===== src/rtl/qpp_interleaver.sv =====
// qpp_interleaver
//   QPP turbo internal interleaver for the NB-IoT uplink turbo encoder.
//   Latches one K-bit code block and produces c'(i) = c(pi(i)) with
//   pi(i) = (F1*i + F2*i^2) mod K, one index per clock. pi is generated
//   recursively (pi += g, g += 2*F2), so no multipliers are needed.
//
// Ports
//   clk        in   clock, rising edge
//   rst        in   synchronous active-high reset
//   start      in   one-cycle request; accepted only when idle
//   din        in   [0:K-1] code block, din[0] is the first bit
//   dout       out  [0:K-1] interleaved block, valid when done pulses
//   ser_bit    out  serial interleaved bit c'(ser_idx)
//   ser_valid  out  ser_bit/ser_idx valid
//   ser_idx    out  [AW-1:0] output index of ser_bit
//   busy       out  high from accept until done
//   done       out  one-cycle pulse, dout complete and stable
module qpp_interleaver #(
   parameter int K  = 40,
   parameter int F1 = 3,
   parameter int F2 = 10,
   localparam int AW = $clog2(K)
) (
   input  logic          clk,
   input  logic          rst,
   input  logic          start,
   input  logic [0:K-1]  din,
   output logic [0:K-1]  dout,
   output logic          ser_bit,
   output logic          ser_valid,
   output logic [AW-1:0] ser_idx,
   output logic          busy,
   output logic          done
);

   localparam logic [AW:0]   LP_K    = (AW+1)'(K);
   localparam logic [AW-1:0] LP_G0   = AW'((F1 + F2) % K);
   localparam logic [AW-1:0] LP_DG   = AW'((2 * F2) % K);
   localparam logic [AW-1:0] LP_LAST = AW'(K - 1);

   typedef enum logic [1:0] {
      S_IDLE,
      S_RUN,
      S_FIN
   } state_t;

   state_t        r_state;
   state_t        w_state_nxt;
   logic          w_accept;
   logic          w_emit;
   logic          w_finish;

   logic [0:K-1]  r_din;
   logic [AW-1:0] r_i;
   logic [AW-1:0] r_pi;
   logic [AW-1:0] r_g;

   logic [AW:0]   w_pi_sum;
   logic [AW:0]   w_g_sum;
   logic [AW-1:0] w_pi_nxt;
   logic [AW-1:0] w_g_nxt;

   // State register
   always_ff @(posedge clk) begin
      if (rst) begin
         r_state <= S_IDLE;
      end else begin
         r_state <= w_state_nxt;
      end
   end

   // Next-state and per-cycle control strobes
   always_comb begin
      w_state_nxt = r_state;
      w_accept    = 1'b0;
      w_emit      = 1'b0;
      w_finish    = 1'b0;
      case (r_state)
         S_IDLE: begin
            if (start && !busy) begin
               w_accept    = 1'b1;
               w_state_nxt = S_RUN;
            end
         end
         S_RUN: begin
            w_emit = 1'b1;
            if (r_i == LP_LAST) begin
               w_state_nxt = S_FIN;
            end
         end
         S_FIN: begin
            w_finish    = 1'b1;
            w_state_nxt = S_IDLE;
         end
         default: begin
            w_state_nxt = S_IDLE;
         end
      endcase
   end

   // Both operands are < K, so each sum is < 2K and one conditional
   // subtract of K gives the exact modulo.
   always_comb begin
      w_pi_sum = {1'b0, r_pi} + {1'b0, r_g};
      w_g_sum  = {1'b0, r_g} + {1'b0, LP_DG};
      w_pi_nxt = (w_pi_sum >= LP_K) ? AW'(w_pi_sum - LP_K) : AW'(w_pi_sum);
      w_g_nxt  = (w_g_sum  >= LP_K) ? AW'(w_g_sum  - LP_K) : AW'(w_g_sum);
   end

   // Datapath and registered outputs
   always_ff @(posedge clk) begin
      if (rst) begin
         r_din     <= '0;
         r_i       <= '0;
         r_pi      <= '0;
         r_g       <= '0;
         dout      <= '0;
         ser_bit   <= 1'b0;
         ser_valid <= 1'b0;
         ser_idx   <= '0;
         busy      <= 1'b0;
         done      <= 1'b0;
      end else begin
         done <= w_finish;
         if (w_accept) begin
            r_din <= din;
            r_i   <= '0;
            r_pi  <= '0;
            r_g   <= LP_G0;
            busy  <= 1'b1;
            dout  <= '0;
         end
         if (w_emit) begin
            dout[r_i] <= r_din[r_pi];
            ser_bit   <= r_din[r_pi];
            ser_idx   <= r_i;
            ser_valid <= 1'b1;
            r_pi      <= w_pi_nxt;
            r_g       <= w_g_nxt;
            r_i       <= r_i + 1'b1;
         end
         if (w_finish) begin
            busy      <= 1'b0;
            ser_valid <= 1'b0;
         end
      end
   end

endmodule


===== config.mk =====
export PLATFORM = sky130hd
export DESIGN_NAME = qpp_interleaver
export DESIGN_NICKNAME = d
export VERILOG_FILES = /design/src/rtl/qpp_interleaver.sv
export SDC_FILE = /design/constraint.sdc
export NUM_CORES = 1
export LEC_CHECK = 0
export ABC_AREA = 1
export CORE_MARGIN = 4
export CORE_UTILIZATION = 49
export CTS_BUF_LIST = sky130_fd_sc_hd__clkbuf_8
export DETAILED_ROUTE_END_ITERATION = 8
export PLACE_DENSITY = 0.78
export SLEW_MARGIN = 20
export SYNTH_ARGS = -nofsm -noshare
export SYNTH_HDL_FRONTEND = slang
export SYNTH_SLANG_ARGS = --single-unit
export TNS_END_PERCENT = 10

===== constraint.sdc =====
create_clock -name clk -period 1.6 [get_ports clk]
set_input_delay 0.32 -clock clk [delete_from_list [all_inputs] [get_ports clk]]
set_output_delay 0.32 -clock clk [all_outputs]
set_load 0.01 [all_outputs]

# Yosys cells after proc, flatten, opt, wreduce, memory -nomap -nowiden
# Cells that the tools add are included.
dict set report classes {
  addsub 5
  n_mul 0
  div_mod_pow 0
  magnitude_cmp 5
  n_eq_ne 5
  shifts 0
  muxes 23
  bitwise 2
  reduce_logical 7
}
# operator n
set op_table {}
lappend op_table {{40-bit two-way mux} 3}
lappend op_table {{6-bit two-way mux} 7}
lappend op_table {{40-bit bitwise mux} 1}
lappend op_table {{7-bit by 6-bit >= comparator with 1-bit output, second input constant} 2}
lappend op_table {{7-bit >= comparator, second input constant} 2}
lappend op_table {{6-bit NOT with 7-bit output} 2}
lappend op_table {{6-bit subtractor, second input constant} 2}
lappend op_table {{6-bit by 5-bit adder with 7-bit output, second input constant} 1}
lappend op_table {{6-bit by 6-bit adder with 7-bit output} 1}
lappend op_table {{7-bit by 1-bit < comparator with 1-bit output, second input constant} 1}
lappend op_table {{1-bit two-way mux} 7}
lappend op_table {{6-bit by 1-bit adder with 6-bit output, second input constant} 1}
lappend op_table {{1-bit binary-select mux with 6-bit select} 1}
lappend op_table {{1-bit demux with 6-bit select} 1}
lappend op_table {{6-bit equality test, second input constant} 1}
lappend op_table {{2-bit two-way mux} 2}
lappend op_table {{2-bit != test, second input constant} 2}
lappend op_table {{2-bit one-hot mux with 2 select lines} 1}
lappend op_table {{2-bit by 1-bit equality test with 1-bit output, second input constant} 1}
lappend op_table {{2-bit equality test, second input constant} 1}
lappend op_table {{1-bit logical AND} 2}
lappend op_table {{2-bit zero test} 1}
lappend op_table {{2-bit AND reduction} 1}
lappend op_table {{2-bit nonzero test} 1}
lappend op_table {{other kinds (2)} 2}
dict set report word_totals {
  ff_bits 110
  latchBits 0
  ram_bits 0
  rom_bits 0
  inputBits 43
  out_inout_bits 50
  elab_cells 58
  memories 0
}

# Longest topological paths before layout
# Gate-level depths: netlist of run 1.
dict set report logic_depth {
  word_depth 8
  depth_mapped 15
}

# Worst setup path after synthesis of run 1
# OpenSTA, ideal clock, no wires.
dict set report synth_path {
  kind {register to register}
  startpoint {register r_pi[3]}
  endpoint {register r_pi[4]}
  t_arrival_ns 1.628
  t_required_ns 1.487
  path_slack_ns -0.140
  stages_incl_launch_ff 15
  path_cell_list {dfxtp_1 -> ha_1 -> a21oi_1 -> nand2_1 -> nand2_1 -> nand2_1 -> inv_1 -> ha_1 -> inv_1 -> nand2_1 -> nand3_1 -> nand2_1 -> nand2_1 -> nand2_1 -> nand2_1}
}
dict set report synth_between {
  elab_chain_cells 4
  elab_cells_between_ends 5
  classes_between {add/sub (2); order compare (1); mux (2)}
}
# element line
set synth_lines {}
lappend synth_lines {{from (decl)} 55} ;# logic [AW-1:0] r_pi;
lappend synth_lines {{from (signal assigned)} 138} ;# r_pi <= w_pi_nxt;
lappend synth_lines {{6-bit by 6-bit adder with 7-bit output *} 104} ;# w_pi_sum = {1'b0, r_pi} + {1'b0, r_g};
lappend synth_lines {{6-bit subtractor / 7-bit by 6-bit >= comparator with 1-bit output (equally long branches)} 106} ;# w_pi_nxt = (w_pi_sum >= LP_K) ? AW'(w_pi_sum - LP_K) : AW'(w_pi_sum);
lappend synth_lines {{6-bit two-way mux *} 106}
lappend synth_lines {{6-bit two-way mux *} 133} ;# if (w_emit) begin
# Mark *: on every way between the ends. The rest lies on a longest branch, timed or not.
# A chain may end at the register's enable or synchronous reset.

# Worst setup path in the final report of run 1
dict set report layout_path {
  startpoint {register r_pi[0]}
  endpoint {register r_pi[3]}
}
# The elaborated chain is that of the path after synthesis.

==> summary.md, run 1 <==
| Metric | Value |
|---|---|
| Top cell type by total area after synthesis | `dfxtp_1` |
| Post-route insts no fill | `1069` |
| Post-Place Worst Slack | `-0.123 ns` |
| Leak Pwr | `roughly 3.6 nW` |
| CTS sink cnt | `109` |
| Fin crit period | `around 1.7 ns` |
| Layout Nets | `982` |
| Clock insertion delay at the later pin of the skew report | `around 0.37 ns` |
| Yosys reg bits | `109` |
| Row count | `37` |
| Comb pwr share | `25.1%` |
| Worst EP required | `1.86 ns` |
| Num CTS Buffers | `9` |
| Power Density | `850 nW/um2` |
| Vias per Instance | `~5.1` |
| Synthesis warning total | `0` |
| Switching share of power | `a little under a third` |
| I/O pin count | `93` |
| Largest net degree at the start of global routing | `52` |
| Crit end category | `flip-flop` |
| Crit Path Class | `reg2reg` |
| Clock Tree Root | `clkbuf_8` |
| Final worst setup slack | `-0.140 ns` |
| Synthesized Nets | `872` |
| Reg2reg setup slack | `-0.14 ns` |
| Setup crit start | `r_pi[0]` |
| Status | `finished with violations` |
| Wire per inst | `13.5 um` |
| CP Launch Type | `flip-flop` |
| Register area share after synthesis | `between 40 and 50%` |
| Clock skew | `between 0.015 and 0.02 ns` |
| Slew HR | `roughly 73%` |
| Vias in the first global route | `roughly 5.0k` |
| Worst hold slack | `0.236 ns` |
| Cells after DPL | `between 1k and 1.5k` |
| DIE HEIGHT | `112 um` |
| HPWL Detailed | `9.58 mm` |
| Fmax | `575 MHz` |
| Synth Flop Type | `dfxtp_1` |
| Initial antenna violation count | `0` |
| Final hold vios | `0` |
| Cell Area, Synth | `5300 um2` |
| Fraction of layout cells with a size suffix above 1 | `between 10% and 20%` |
| Clk pin slew, worst setup/hold paths | `0.11 ns` |
| Worst r2r dst | `r_pi[3]` |
| Final core occ | `68.5%` |
| # H-tree levels | `3` |
| Worst Setup EP | `r_pi[3]` |
| Antenna-violating nets left | `0` |
| Peak supply drop | `about 530 uV` |
| WP data arrival | `2.00 ns` |
| Initial Util | `50.9%` |
| DRT Wirelength | `14.4 mm` |
| Syn-to-layout area delta | `34.6%` |
| CTS Hold Bufs | `0` |
| First-pass GRT wire length | `23.0 mm` |
| Max Fanout on Critical Path | `4` |
| Count leader, synth | `nor2_1` |
| Residual DRC | `0` |
| 1st-pass router iterations | `6` |
| Port Buffers | `92` |
| Commonest cells in the netlist | `nor2_1, nand2_1, dfxtp_1, inv_1, nand3_1` |
| RSZ-0062 raised after global routing | `true` |
| Final setup vio count | `40` |
| Library cells used by synthesis | `27` |
| Beginning of the worst hold path | `rst` |
| TritonCTS clock tree | `yes` |
| Switching power | `0.00191 W` |
| Cell internal pwr | `0.00416 W` |
| Die W | `112 um` |
| Synth area leaders | `dfxtp_1, nor2_1, nand2_1` |
| Worst r2r src | `r_pi[0]` |
| Failing checks | `setup timing` |
| Total track usage | `21.7%` |
| DR iter-0 viols | `~440` |
| Syn Area/Cell | `between 6 and 7 um2` |
| Clk pwr share | `25.2%` |
| Ys async rst share | `0%` |
| Sequential Power Share | `49.6%` |
| RD Place Congestion | `about 0.86` |
| Diode count | `0` |
| Least-Margin Pin Slew | `0.407 ns` |
| Detailed-route via count | `5444` |
| Core box area | `approximately 10000 um2` |
| FF-to-FF path depth | `12` |
| Die footprint | `roughly 13000 um2` |
| EDFF count, synth | `0` |
| Fraction of the cycle the final worst path needs | `109%` |
| Hold WC Path Type | `in2reg` |
| Fin. max-slew vios | `0` |
| Max clock buf depth | `2` |
| Maxcap violations | `0` |
| Grt ovf | `0` |
| Share of the synthesized area in the top cell type | `41.2%` |
| Cells after synthesis | `818` |
| Setup TNS | `-0.790 ns` |
critical path: stages (launching register included):
cell and delay (ns):
dfxtp_4 0.39, ha_4 0.17, ha_4 0.16, buf_4 0.13
xor2_2 0.14, nor2_1 0.10, nand3_1 0.09, nor2_1 0.10
nand2_1 0.08, nand3_2 0.09, nand2_1 0.07, nand3_2 0.06
nand2_1 0.04
worst min path at each step:
stage	end	slack (ns)	cells past startpoint
after floorplan	done	0.44	1
after global placement	ser_valid	0.45	2
after detailed placement	ser_idx[3]	0.46	2
after CTS	r_g[0]	0.21	2
after global routing	r_g[0]	0.23	2
final	r_g[0]	0.24	2
metrics by stage:
stage / power (W) / instance area (um2)
global placement: 0.00434 / 6660
finish: 0.00606 / 7140
global route: 0.00637 / 7140
detailed placement: 0.00436 / 6660
floorplan: 0.00382 / 5360
CTS: 0.00593 / 6940
final cells by class:
cell class | count | area (um2)
clock buffer | 9 | 124
clock inverter | 7 | 48.8
fill | 932 | 3280
inverter | 111 | 419
multi-input combinational | 559 | 2770
sequential | 109 | 2200
tap | 136 | 170
timing repair buffer | 138 | 1400
sequential cells by signal, summed over array words and instances, names as in the netlist, 2 cells and up:
name,flops
dout,40
r_din,40
r_g,5
r_i,6
r_pi,6
r_state,2
ser_idx,6
power groups by stage:
stage          Combinational [W]  Sequential (W)  Clock (W)
2_1_floorplan           0.000764         0.00306          0
3_3_place_gp             0.00128         0.00306          0
3_5_place_dp             0.00130         0.00306          0
4_1_cts                  0.00137         0.00300    0.00156
5_1_grt                  0.00168         0.00303    0.00166
6_report                 0.00152         0.00301    0.00153
logic make-up (layout without fill, tap and decap cells):
family,count (synthesis),count (layout),share of synthesized area (%)
and+or+nand+nor,423,423,32.5
xor gates and xnor gates,3,3,0.496
adders and majority gates,11,11,2.60
AOI/OAI and AO/OA,122,122,12.0
DFF,109,109,41.2
buffers and inverters,150,265,11.2
per-layer routing:
metal  share of wire [%]  GRT usage (%)  up-vias
met2                  47           34.6      204
met5                   0              0        -
met1                  45           31.1     2441
met4                0.84           5.13        0
li1                    -              -     2784
met3                 7.1           3.48       15
what timing repair did:
item | 4_1_cts | 5_1_grt
pin swaps | 7 | 8
gates resized for setup | 46 | 51
setup buffers | 3 | 2
setup endpoints to repair | 64 | 80
cells in the final DEF (no fill, tap or decap), drive strengths merged, types with 5 or more instances in the layout:
| master | netlist | routed |
|---|---|---|
| nand3 | 85 | 85 |
| inv | 111 | 114 |
| nor3 | 5 | 5 |
| nor2 | 179 | 179 |
| dlymetal6s2s | 0 | 28 |
| buf | 16 | 47 |
| nand2 | 149 | 149 |
| a21oi | 55 | 55 |
| o21ai | 58 | 58 |
| ha | 11 | 11 |
| clkdlybuf4s50 | 0 | 46 |
| clkbuf | 23 | 9 |
| dlygate4sd2 | 0 | 17 |
| dfxtp | 109 | 109 |
Note: power is estimated with default switching activity, not from simulation.
==> inputs of run 2 (changes only) <==
- CORE_UTILIZATION: 49 -> 40
- PLACE_DENSITY: 0.78 -> 0.66
==> run 2 against run 1 <==
The flow still finishes with violations (setup timing). Largest power group unchanged. Maximum frequency grew 4.1%. Final area fell by 2.4%. Die area up 21%. Critical path depth rose by 1. Highest routed layer unchanged. Sequential share of layout area rose by 0.75 points. Sequential power about the same.
==> summary.md, run 2 (synthesis gave the netlist of run 1 again) <==
| Metric | Value |
|---|---|
| Status | `finished with violations (unchanged)` |
| Failing checks | `setup timing (unchanged)` |
| Max clock buf depth | `2 (unchanged)` |
| Clock insertion delay at the later pin of the skew report | `0.39 ns (was 0.37 ns)` |
| Initial Util | `41.5% (was 50.9%)` |
| Clk pin slew, worst setup/hold paths | `0.10 ns (was 0.11 ns)` |
| Fraction of the cycle the final worst path needs | `104% (was 109%)` |
| RSZ-0062 raised after global routing | `true (unchanged)` |
| Placed inst area | `6690 um2 (was 6660 um2)` |
| Port Buffers | `92 (unchanged)` |
| Num CTS Buffers | `9 (unchanged)` |
| Post-Place Worst Slack | `-0.128 ns (was -0.123 ns)` |
| Row count | `41 (was 37)` |
| Antenna-violating nets left | `0 (unchanged)` |
| Fillers | `1279 (was 932)` |
| # H-tree levels | `3 (unchanged)` |
| Final setup vio count | `38 (was 40)` |
| Worst EP required | `1.89 ns (was 1.86 ns)` |
| Slew HR | `77.9% (was 72.6%)` |
| Core box area | `12800 um2 (was 10400 um2)` |
| Clock Tree Root | `clkbuf_8 (unchanged)` |
| Fmax | `598 MHz (was 575 MHz)` |
| Crit Path Class | `reg2reg (unchanged)` |
| Total track usage | `19.3% (was 21.7%)` |
| Cells after DPL | `1084 (was 1048)` |
| Vias per Instance | `4.81 (was 5.09)` |
| Detailed-route via count | `5302 (was 5444)` |
| Clock skew | `0.0130 ns (was 0.0151 ns)` |
| Worst hold slack | `0.198 ns (was 0.236 ns)` |
| Initial antenna violation count | `0 (unchanged)` |
| Final worst setup slack | `-0.0711 ns (was -0.140 ns)` |
| Die W | `123 um (was 112 um)` |
| Syn-to-layout area delta | `31.4% (was 34.6%)` |
| Leak Pwr | `3.28 nW (was 3.63 nW)` |
| Die footprint | `15200 um2 (was 12500 um2)` |
| DRT Wirelength | `14.1 mm (was 14.4 mm)` |
| Largest net degree at the start of global routing | `49 (was 52)` |
| DIE HEIGHT | `123 um (was 112 um)` |
| Peak supply drop | `697 uV (was 533 uV)` |
| Diode count | `0 (unchanged)` |
| CP Launch Type | `flip-flop (unchanged)` |
| Wire per inst | `12.8 um (was 13.5 um)` |
| Hold WC Path Type | `in2reg (unchanged)` |
| Least-Margin Pin Slew | `0.332 ns (was 0.407 ns)` |
| Crit end category | `flip-flop (unchanged)` |
| CTS sink cnt | `109 (unchanged)` |
| Residual DRC | `0 (unchanged)` |
| 1st-pass router iterations | `7 (was 6)` |
| Final hold vios | `0 (unchanged)` |
| Finished Cell Area | `6970 um2 (was 7140 um2)` |
| Grt ovf | `0 (unchanged)` |
| Fin. max-slew vios | `0 (unchanged)` |
| I/O pin count | `93 (unchanged)` |
| Commonest non-fill, non-tap cell in the layout | `nor2_1 (unchanged)` |
| DR iter-0 viols | `362 (was 435)` |
| Maxcap violations | `0 (unchanged)` |
| Vias in the first global route | `4919 (was 4959)` |
| Post-route insts no fill | `1103 (was 1069)` |
| RD Place Congestion | `0.839 (was 0.856)` |
| TritonCTS clock tree | `yes (unchanged)` |
| First-pass GRT wire length | `23.2 mm (was 23.0 mm)` |
| WP data arrival | `1.96 ns (was 2.00 ns)` |
| Layout Nets | `982 (unchanged)` |
| Fin crit period | `1.67 ns (was 1.74 ns)` |
| Most frequent cells in the layout | `nor2_1, nand2_1, inv_1 (unchanged)` |
| Power Density | `865 nW/um2 (was 850 nW/um2)` |
| Regs by FF count | `dout (40), r_din (40) (unchanged)` |
| Max Fanout on Critical Path | `3 (was 4)` |
| Fraction of layout cells with a size suffix above 1 | `10.7% (was 12.2%)` |
| HPWL Detailed | `9.76 mm (was 9.58 mm)` |
[run 2: cell count changes in the layout (fill, tap and decap cells not counted), sizes merged]
cell / previous run / this run
bufinv: 0 / 1
clkdlybuf4s50: 46 / 41
dlymetal6s2s: 28 / 1
clkbuf: 9 / 10
buf: 47 / 46
dlygate4sd2: 17 / 49
clkinvlp: 0 / 1
clkinv: 4 / 2
inv: 114 / 112
[run 2: layout make-up]
type,instances,area [um2],area share [%]
clock buffers,9,124,1.78
clock inverters,5,55.1,0.790
inverters,111,419,6.02
multi-input cells,559,2680,38.4
flip-flops and latches,109,2200,31.6
well taps,172,215,3.09
repair buffers,138,1280,18.3
[run 2: per-stage QoR]
step	setup TNS [ns]	util [%]	total power (W)
floorplan	-0.0577	-	0.00382
global placement	-1.75	52.4	0.00435
detailed placement	-1.92	52.4	0.00435
CTS	-1.25	54.0	0.00604
global route	-5.35	54.5	0.00637
finish	-0.600	54.5	0.00603
[run 2: routing by layer]
metal,global-route usage (%),vias up,wire length [um]
li1,-,2770,-
met5,0,-,0
met1,27.2,2371,6840
met2,28.8,138,6240
met4,6.44,0,276
met3,4.85,23,728
[run 2: critical path, stage by stage, from the launching register on]
cell and delay (ns):
dfxtp_4 0.38, ha_4 0.17, buf_4 0.13, nand3_2 0.08, nand2_1 0.05, nand2_1 0.09, nand2_2 0.09, buf_4 0.14
buf_4 0.12, buf_4 0.13, inv_1 0.04, nand2_1 0.04, nand3_1 0.06, nand2_1 0.04
[run 2: path summary, 6_finish.rpt]
check | start | to | slack, ns | depth (start not counted)
setup / recovery | r_pi[0] | r_pi[3] | -0.07 | 13
hold / removal | rst | done | 0.20 | 2
hold reg to reg | ser_idx[3] | ser_idx[3] | 0.47 | 2
setup reg to reg | r_pi[0] | r_pi[3] | -0.07 | 13
[run 2: report_power, final]
part	total [W]	internal, W	switching, W
Sequential	0.00300	0.00289	0.000113
Clock	0.00163	0.000702	0.000929
Combinational	0.00139	0.000627	0.000763
[run 2: timing repair]
action / CTS / global route
resized for setup: 64 / 18
setup buffers: 4 / 1
setup endpoints to repair: 96 / 48
hold buffers: 0 / 0
pin swaps: 7 / 5
==> inputs of run 3 (changes only) <==
- TNS_END_PERCENT: 10 -> default
==> run 3 against run 2 <==
The run still ends with setup timing left. Via count grew 3.8%. Clock skew down 0.0023 ns. Count of clock-buffer cells in the layout did not move. Clock power rose by 9.8%. Setup slack lost 0.10 ns. Maximum frequency is 5.7% lower. Critical path type unchanged.
==> summary.md, run 3 (synthesis gave the netlist of run 1 again) <==
| Metric | Value |
|---|---|
| Status | `finished with violations (unchanged)` |
| Failing checks | `setup timing (unchanged)` |
| 1st-pass router iterations | `5 (was 7)` |
| Beginning of the worst hold path | `rst (unchanged)` |
| Worst r2r src | `r_pi[0] (unchanged)` |
| Layout Nets | `1005 (was 982)` |
| Antenna-violating nets left | `0 (unchanged)` |
| Worst EP required | `1.91 ns (was 1.89 ns)` |
| Detailed-route via count | `5504 (was 5302)` |
| RD Place Congestion | `0.853 (was 0.839)` |
| Fraction of layout cells with a size suffix above 1 | `18.3% (was 10.7%)` |
| Leak Pwr | `3.53 nW (was 3.28 nW)` |
| DRT Wirelength | `15.9 mm (was 14.1 mm)` |
| Clock skew | `0.0108 ns (was 0.0130 ns)` |
| Fin. max-slew vios | `0 (unchanged)` |
| Crit Path Class | `reg2reg (unchanged)` |
| TritonCTS clock tree | `yes (unchanged)` |
| Reg2reg setup slack | `-0.17 ns (was -0.07 ns)` |
| Max clock buf depth | `2 (unchanged)` |
| Diode count | `0 (unchanged)` |
| Fin crit period | `1.77 ns (was 1.67 ns)` |
| Initial Util | `41.5% (unchanged)` |
| CP Launch Type | `flip-flop (unchanged)` |
| Clock Tree Root | `clkbuf_8 (unchanged)` |
| Port Buffers | `92 (unchanged)` |
| Most frequent cells in the layout | `nor2_1, nand2_1, inv_1 (unchanged)` |
| Crit end category | `flip-flop (unchanged)` |
| DIE HEIGHT | `123 um (unchanged)` |
| Least-Margin Pin Slew | `0.370 ns (was 0.332 ns)` |
| Fmax | `564 MHz (was 598 MHz)` |
| Setup TNS | `-6.18 ns (was -0.600 ns)` |
| Final setup vio count | `44 (was 38)` |
| I/O pin count | `93 (unchanged)` |
| Residual DRC | `0 (unchanged)` |
| Wire per inst | `14.1 um (was 12.8 um)` |
| Final core occ | `59.4% (was 54.5%)` |
| Hold-critical path depth | `2 (unchanged)` |
| Die footprint | `15200 um2 (unchanged)` |
| Max Fanout on Critical Path | `10 (was 3)` |
| Initial antenna violation count | `0 (unchanged)` |
| Die W | `123 um (unchanged)` |
| # H-tree levels | `3 (unchanged)` |
| Total track usage | `19.0% (was 19.3%)` |
| DR iter-0 viols | `336 (was 362)` |
| FF-to-FF path depth | `13 (unchanged)` |
| First-pass GRT wire length | `23.0 mm (was 23.2 mm)` |
| Final worst setup slack | `-0.172 ns (was -0.0711 ns)` |
| Hold path endpoint | `done (unchanged)` |
| Core box area | `12800 um2 (unchanged)` |
| Regs by FF count | `dout (40), r_din (40) (unchanged)` |
| Peak supply drop | `588 uV (was 697 uV)` |
| Largest net degree at the start of global routing | `52 (was 49)` |
| HPWL Detailed | `10.0 mm (was 9.76 mm)` |
| Grt ovf | `0 (unchanged)` |
| Clk pin slew, worst setup/hold paths | `0.10 ns (about the same)` |
| Vias in the first global route | `4815 (was 4919)` |
| Commonest non-fill, non-tap cell in the layout | `nor2_1 (unchanged)` |
| Power Density | `855 nW/um2 (was 865 nW/um2)` |
| Vias per Instance | `4.89 (was 4.81)` |
| Hold WC Path Type | `in2reg (unchanged)` |
| RSZ-0062 raised after global routing | `true (unchanged)` |
| Maxcap violations | `0 (unchanged)` |
| CTS sink cnt | `109 (unchanged)` |
| Syn-to-layout area delta | `43.1% (was 31.4%)` |
| Worst r2r dst | `dout[30] (was r_pi[3])` |
| Row count | `41 (unchanged)` |
| WP data arrival | `2.08 ns (was 1.96 ns)` |
| Final hold vios | `0 (unchanged)` |
| Slew HR | `75.4% (was 77.9%)` |
| CTS Hold Bufs | `0 (unchanged)` |
| Num CTS Buffers | `9 (unchanged)` |
| Clock insertion delay at the later pin of the skew report | `0.40 ns (was 0.39 ns)` |
| Fraction of the cycle the final worst path needs | `111% (was 104%)` |
-- run 3: cell types whose count changed in the layout (fill, tap and decap cells not counted), sizes merged --
| cell | delta |
|---|---|
| buf | +16 |
| bufinv | +1 |
| clkbuf | +4 |
| clkinv | +2 |
| clkinvlp | +1 |
| inv | -1 |
-- run 3: worst max path at each step --
| stage | from | to | slack [ns] | depth (start not counted) |
|---|---|---|---|---|
| 2_1_floorplan | r_g[3] | r_pi[4] | -0.03 | 14 |
| 3_3_place_gp | start | r_pi[2] | -0.19 | 8 |
| 3_5_place_dp | r_pi[0] | r_pi[3] | -0.16 | 14 |
| 4_1_cts | r_pi[0] | r_pi[4] | -0.1 | 15 |
| 5_1_grt | r_pi[0] | dout[17] | -0.25 | 13 |
| 6_report | r_pi[0] | dout[30] | -0.17 | 13 |
-- run 3: cell type report --
class | instances | area, um2
Multi-Input combinational cell | 559 | 2920
Timing Repair inverter | 3 | 33.8
Clock buffer | 9 | 124
Inverter | 111 | 433
Clock inverter | 5 | 77.6
Sequential cell | 109 | 2200
Fill cell | 1214 | 5190
Tap cell | 172 | 215
Timing Repair Buffer | 158 | 1570
-- run 3: repair_timing --
action / in CTS / in global routing
gates resized for setup: 67 / 91
pin swaps: 9 / 17
setup buffers: 3 / 10
endpoints found under the setup margin: 96 / 52
gates cloned: 0 / 11
-- run 3: where the power goes --
part           switching, W  total, W  internal [W]
sequential         0.000131   0.00302       0.00289
combinational      0.000882   0.00167      0.000784
clock              0.000936   0.00179      0.000859
-- run 3: per-stage QoR --
stage | std cells | hold WS (ns) | total power, W | setup WS [ns] | instance area, um2
2_1_floorplan | 818 | 0.441 | 0.00382 | -0.0251 | 5370
3_3_place_gp | 1089 | 0.460 | 0.00437 | -0.192 | 6740
3_5_place_dp | 1089 | 0.459 | 0.00439 | -0.162 | 6740
6_report | 1126 | 0.186 | 0.00648 | -0.172 | 7580
4_1_cts | 1106 | 0.174 | 0.00620 | -0.0954 | 6960
5_1_grt | 1126 | 0.192 | 0.00681 | -0.252 | 7580
-- run 3: critical path: stages (launching register included) --
cell,delay (ns)
dfxtp_4,0.40
buf_12,0.13
buf_8,0.12
clkinv_8,0.08
nand2_4,0.06
nand3_2,0.06
nand3_2,0.10
a21oi_2,0.06
o21ai_2,0.14
buf_6,0.17
clkbuf_16,0.17
nand3_1,0.08
nand2_1,0.07
inv_1,0.04
-- run 3: metal layers --
layer	GRT usage (%)	vias to the layer above	part of all wire, %
met3	4.35	18	4.8
li1	-	2835	-
met2	28.4	140	46
met4	5.40	0	1.3
met1	27.5	2511	48
met5	0	-	0
